$ cat src/rtl/count_checker_sat_counter.sv
// Saturating up-counter with synchronous reset and clear.
// Holds at MAX once reached; clr has priority over inc.
module sat_counter #(
  parameter int            WD  = 8,
  parameter logic [WD-1:0] MAX = '1
) (
  input  logic          clk,
  input  logic          rst,
  input  logic          clr,
  input  logic          inc,
  output logic [WD-1:0] q
);

  // Count register: reset, clear, then saturating increment.
  always_ff @(posedge clk) begin
    if (rst)                   q <= '0;
    else if (clr)              q <= '0;
    else if (inc && q != MAX)  q <= q + 1'b1;
  end

endmodule

$ cat config.mk
export PLATFORM = sky130hd
export DESIGN_NAME = sat_counter
export DESIGN_NICKNAME = d
export VERILOG_FILES = /design/src/rtl/count_checker_sat_counter.sv
export SDC_FILE = /design/constraint.sdc
export NUM_CORES = 1
export LEC_CHECK = 0
export CAP_MARGIN = 5
export CORE_AREA = 3 3 40 42
export DETAILED_ROUTE_END_ITERATION = 8
export DIE_AREA = 0 0 43 45
export GPL_TIMING_DRIVEN = 0
export HOLD_SLACK_MARGIN = 0.08
export SLEW_MARGIN = 15
export SYNTH_ARGS = -nofsm -noshare
export SYNTH_HDL_FRONTEND = slang
export SYNTH_SLANG_ARGS = --single-unit
$ cat constraint.sdc
create_clock -name clk -period 3.95 [get_ports clk]
set_clock_uncertainty 0.05 [all_clocks]
set_input_delay 0.79 -clock clk [delete_from_list [all_inputs] [get_ports clk]]
set_output_delay 0.79 -clock clk [all_outputs]
set_load 0.05 [all_outputs]
==> results of run 1 <==
==> cells in the mapped netlist (all sizes together), types with 2 or more instances <==
cell type  instances
dfxtp              8
and3               3
a21oi              4
a21boi             3
mux2i              4
nand3              2
nand2              6
and4               2
nand4              2
or3                3
==> cells by family after synthesis <==
kind of cell | count (synthesis)
AND/OR/NAND/NOR | 22
adder cells (fa/ha/maj) | 1
AO/OA/AOI/OAI | 10
multiplexers | 4
flip-flops | 8
buffers and inverters | 2
==> routing by layer <==
| metal | share of wire, % | wire length, um | track usage [%] | vias to the layer above |
|---|---|---|---|---|
| met2 | 48 | 455 | 16.5 | 9 |
| met1 | 47 | 450 | 14.5 | 202 |
| li1 | - | - | - | 213 |
| met4 | 0 | 0 | 3.61 | 0 |
| met3 | 4.6 | 44 | 5.98 | 0 |
| met5 | 0 | 0 | 0 | - |
==> metrics by stage <==
step           power (W)  setup WS [ns]  util [%]  cells
2_1_floorplan  0.0000901           2.15         -     47
3_3_place_gp   0.0000975           1.69      43.9     73
3_5_place_dp   0.0000976           1.70      43.9     73
4_1_cts         0.000162           1.54      45.7     76
5_1_grt         0.000168           1.51      45.7     76
6_report        0.000157           1.56      45.7     76
==> cell type report <==
class                   count  share of cell area [%]
multi-input cells          37                    45.0
flip-flops and latches      8                    27.3
inverters                   1                   0.640
clock buffers               3                    3.84
repair buffers             11                    18.8
plain buffers               1                    1.28
well taps                  15                    3.20
==> power breakdown <==
| group | leakage (nW) | switching [W] | total, W | internal [W] |
|---|---|---|---|---|
| Clock | 0.0138 | 0.0000264 | 0.0000611 | 0.0000347 |
| Combinational | 0.136 | 0.00000778 | 0.0000136 | 0.00000584 |
| Sequential | 0.0646 | 0.000000739 | 0.0000822 | 0.0000815 |
| Total | 0.214 | 0.0000349 | 0.000157 | 0.000122 |
==> layout by cell type (no fill, tap or decap), types with 2 or more instances in the layout <==
| cell type | synthesis | final |
|---|---|---|
| or3_1 | 3 | 3 |
| dfxtp_1 | 8 | 8 |
| a21oi_1 | 4 | 4 |
| and4_1 | 2 | 2 |
| nand3_1 | 2 | 2 |
| and3_1 | 3 | 3 |
| clkdlybuf4s50_1 | 0 | 11 |
| a21boi_1 | 2 | 2 |
| nand4_1 | 2 | 2 |
| mux2i_1 | 4 | 4 |
| clkbuf_4 | 0 | 3 |
| nand2_1 | 6 | 6 |
==> worst paths after layout <==
check | start | cells past startpoint | slack (ns) | to
setup reg to reg | q[0] | 4 | 2.45 | q[6]
hold / removal | q[1] | 2 | 0.45 | q[1]
hold reg to reg | q[1] | 2 | 0.45 | q[1]
setup / recovery | q[3] | 1 | 1.56 | q[3]
==> qor.yml, run 1 <==
yosys:
  ys_seq_area_share_pct: 36.8
  yosys.area_share.adder_pct: 2.87
  synth_xor_xnor_area_share_pct: 0
  synth_compound_gate_area_share_pct: 19.5
  yosysWarnings: 0
  async_reset_ff_share_pct: 0
  syn-cell-area_um2: 435
  synth-seq-cells: 8
  synth_top_cell_area_share_pct: 36.8
  synth_top_family_by_area: "simple AND/OR/NAND/NOR gates"
  synth_edf_count: 0
  avgSynthCellArea_um2: 9.26
  synthSimpleGateAreaFrac_pct: 29.0
  synth_mux_area_share_pct: 9.20
  synth_cells: 47
  syn_nets: 52
  synth_flop_cell: "dfxtp_1"
  yosysTopAreaCell: "dfxtp_1"
  synth_cell_types: 21
  synthTopCellsByArea: "dfxtp_1, mux2i_1, a2111oi_4, nand2_1, a21oi_1"
pwr:
  power.leakage_nw: 0.214
  ir_drop_mv: 0.148
  powerDensity_nw_per_um2: 267
placed_design:
  io_buffers: 11
  placed_cell_area_um2: 564
  gp_congestion: 0.743
setup_path:
  cp_data_required_time_ns: 3.11
  cp_slowest_cell: "clkdlybuf4s50_1"
  crit_type: "flop to output pin"
  crit_path_start_kind: "flop"
  cp_max_fo: 8
  timing.critical_path.buf_inv: 1
  cp_data_arrival_time_ns: 1.55
  path_delay_family: "buffers and inverters"
  max_stage_delay_ns: 0.85
  cp-end-kind: "output pin"
  path_cells: "clkdlybuf4s50_1"
finish:
  reg_top3: "q: 8 flops"
  final_cell_area_um2: 587
  largest_reg_flops: 8
  seqCellArea_um2: 160
  top_register: "q"
  fillers: 134
  n_antenna_cell: 0
  area_delta_synth_final_pct: 34.8
  drive_gt1_share_pct: 9.84
  fin_nets: 68
  multiInputGateArea_um2: 264
clock_tree:
  path_clk_slew_ns: 0.05
  clock_sinks: 8
  cts_hold_buf: 0
  postCtsSetupRepairBufs: 0
  cts_max_level: 1
  clk_path_buf_depth: 2
  cts_buffers: 3
  clk_latency_ns: 0.25
  cts_root_buf: "clkbuf_4"
  cts_tree: "done"
  cts_resized: 0
sta:
  slew_headroom_pct: 66.9
  setup_violations: 0
  rsz0062_at_grt: "false"
  hold_viol: 0
  hold_ws_ns: 0.449
  min_period_over_period_pct: 60.6
  maxSlewViolCount: 0
  tns_ns: 0
  fin_crit_ns: 2.39
  clock.fmax_mhz: 418
  worstMarginPinSlew_ns: 0.495
die:
  row_count: 13
  io-pin-count: 12
  fp.dieH_um: 45
  start_util_pct: 33.9
  core_area_um2: 1280
  fp.dieW_um: 43
  die_area_um2: 1940
routing:
  via_per_inst: 5.58
  ant_nets: 0
  drt-initial-drc-count: 10
  drc_errors: 0
  first_pass_iters: 4
  num_vias: 424
  drt_wl_total_um: 951
  wl_per_cell_um: 12.5
worst_hold_path:
  hold_class: "flop to flop"
global_route:
  antenna_found_initial: 0
  grt_usage_pct: 11.3
  grt_pass1_wl_mm: 1.59
  first_global_vias: 371
  grt_overflow: 0
  grt_start_max_net_pins: 9
run:
  drv_cap: 0
run_status:
  status: "complete, no violations"
Note: power is estimated with default switching activity, not from simulation.
==> inputs of run 2 (changes only) <==
==> constraint.sdc (replaced) <==
create_clock -name clk -period 1.9 [get_ports clk]
set_clock_uncertainty 0.05 [all_clocks]
set_input_delay 0.38 -clock clk [delete_from_list [all_inputs] [get_ports clk]]
set_output_delay 0.38 -clock clk [all_outputs]
set_load 0.05 [all_outputs]
==> run 2 against run 1 <==
Compared with the run above:
- sequential cell count did not move
- routed wire length rose by 0.11%
- final cell count did not move
- non-clock buffer count did not move
- clock-buffer cell count did not move
- critical path depth did not move
- critical endpoint is now q[6]
- largest cell class unchanged
- largest power group unchanged
==> qor.yml, run 2 (same netlist as run 1, synthesis figures left out) <==
run_status:
  status: "complete, no violations"
finish:
  final_common_cell: "dfxtp_1"
  seqCellArea_um2: 160
  multiInputGateArea_um2: 264
  area_delta_synth_final_pct: 35.3
  fin_nets: 68
  finalNonFillerCells: 76
  n_antenna_cell: 0
  layout_common_cells: "dfxtp_1, nand2_1"
  largest_reg_flops: 8
  top_register: "q"
  reg_top3: "q: 8 flops"
  drive_gt1_share_pct: 9.84
  fillers: 135
routing:
  num_vias: 427
  drt_wl_total_um: 952
  via_per_inst: 5.62
  first_pass_iters: 4
  wl_per_cell_um: 12.5
  ant_nets: 0
  drc_errors: 0
  drt-initial-drc-count: 10
placed_design:
  io_buffers: 11
  gp_congestion: 0.743
  dp_cells: 73
  pre_cts_ws_ns: 0.0601
setup_path:
  path_delay_family: "buffers and inverters"
  r2r_cells: 4
  crit_cells: 1
  crit_path_start_kind: "flop"
  max_stage_delay_ns: 0.80
  timing.critical_path.buf_inv: 1
  cp_data_arrival_time_ns: 1.39
  path_cells: "clkdlybuf4s50_1"
  crit_type: "flop to output pin"
  cp-end-kind: "output pin"
  cp_max_fo: 3
  cp_slowest_cell: "clkdlybuf4s50_1"
  cp_data_required_time_ns: 1.47
global_route:
  grt_start_max_net_pins: 9
  first_global_vias: 366
  grt_pass1_wl_mm: 1.56
  grt_usage_pct: 11.2
  antenna_found_initial: 0
  grt_overflow: 0
worst_hold_path:
  hold_class: "flop to flop"
  hold_depth: 2
die:
  fp.dieW_um: 43
  core_area_um2: 1280
  io-pin-count: 12
  start_util_pct: 33.9
  row_count: 13
  die_area_um2: 1940
  fp.dieH_um: 45
clock_tree:
  path_clk_slew_ns: 0.05
  cts_max_level: 1
  cts_root_buf: "clkbuf_4"
  postCtsSetupRepairBufs: 0
  cts_buffers: 3
  cts_tree: "done"
  clk_path_buf_depth: 2
  clock_sinks: 8
  clk_latency_ns: 0.25
pwr:
  power.leakage_nw: 0.287
  powerDensity_nw_per_um2: 553
  power_w: 0.000326
  power_switching_w: 0.0000723
  clock_power_share_pct: 38.9
  pwr-share-seq_pct: 52.5
  ir_drop_mv: 0.309
  internal_power_w: 0.000253
  swShare_pct: 22.2
  combinationalPowerShare_pct: 8.7
sta:
  min_period_over_period_pct: 95.8
  hold_viol: 0
  maxSlewViolCount: 0
  setup_ws_ns: 0.0799
  worstMarginPinSlew_ns: 0.503
  slew_headroom_pct: 66.4
  rsz0062_at_grt: "false"
  clock.fmax_mhz: 549
  tns_ns: 0
  setup_violations: 0
  fin_crit_ns: 1.82
run:
  drv_cap: 0
## run 2: cell types whose count changed in the layout (fill, tap and decap cells not counted)
cell             delta
clkdlybuf4s50_1     -7
dlygate4sd2_1       +4
dlymetal6s2s_1      +3
## run 2: path summary, 6_finish.rpt
check / slack, ns / start / end
hold / removal: 0.45 / q[1] / q[1]
hold reg to reg: 0.45 / q[1] / q[1]
setup / recovery: 0.08 / q[6] / q[6]
setup reg to reg: 0.40 / q[0] / q[6]
## run 2: stage by stage
stage                     hold slack, ns  cell area (um2)  utilization (%)
after floorplan                    0.394              435                -
after global placement             0.432              564             43.9
after detailed placement           0.439              564             43.9
after CTS                          0.452              582             45.3
after global routing               0.475              589             45.9
final                              0.445              589             45.9
## run 2: per-layer routing
| metal | GRT usage, % | vias to the layer above | share of wire, % |
|---|---|---|---|
| li1 | - | 212 | - |
| met1 | 14.0 | 200 | 46 |
| met2 | 16.5 | 15 | 46 |
| met3 | 5.98 | 0 | 8.1 |
| met4 | 3.61 | 0 | 0 |
| met5 | 0 | - | 0 |
## run 2: repair_timing
action                                  4_1_cts  5_1_grt
pin swaps                                     0        0
hold buffers                                  0        0
resized for setup                             4        3
endpoints found under the setup margin        4        3
## run 2: area by class of cell
class                           instances  area share (%)
Tap cell                               15            3.18
Sequential cell                         8            27.2
Inverter                                1           0.637
Timing Repair Buffer                   11            19.1
Clock buffer                            3            3.82
Buffer                                  1            1.27
Multi-Input combinational cell         37            44.8
## run 2: power groups by stage
stage	clock, W	combinational (W)	sequential (W)
floorplan	0	0.00000796	0.000179
global placement	0	0.0000282	0.000174
detailed placement	0	0.0000284	0.000175
CTS	0.000138	0.0000286	0.000171
global route	0.000148	0.0000304	0.000171
finish	0.000127	0.0000282	0.000171
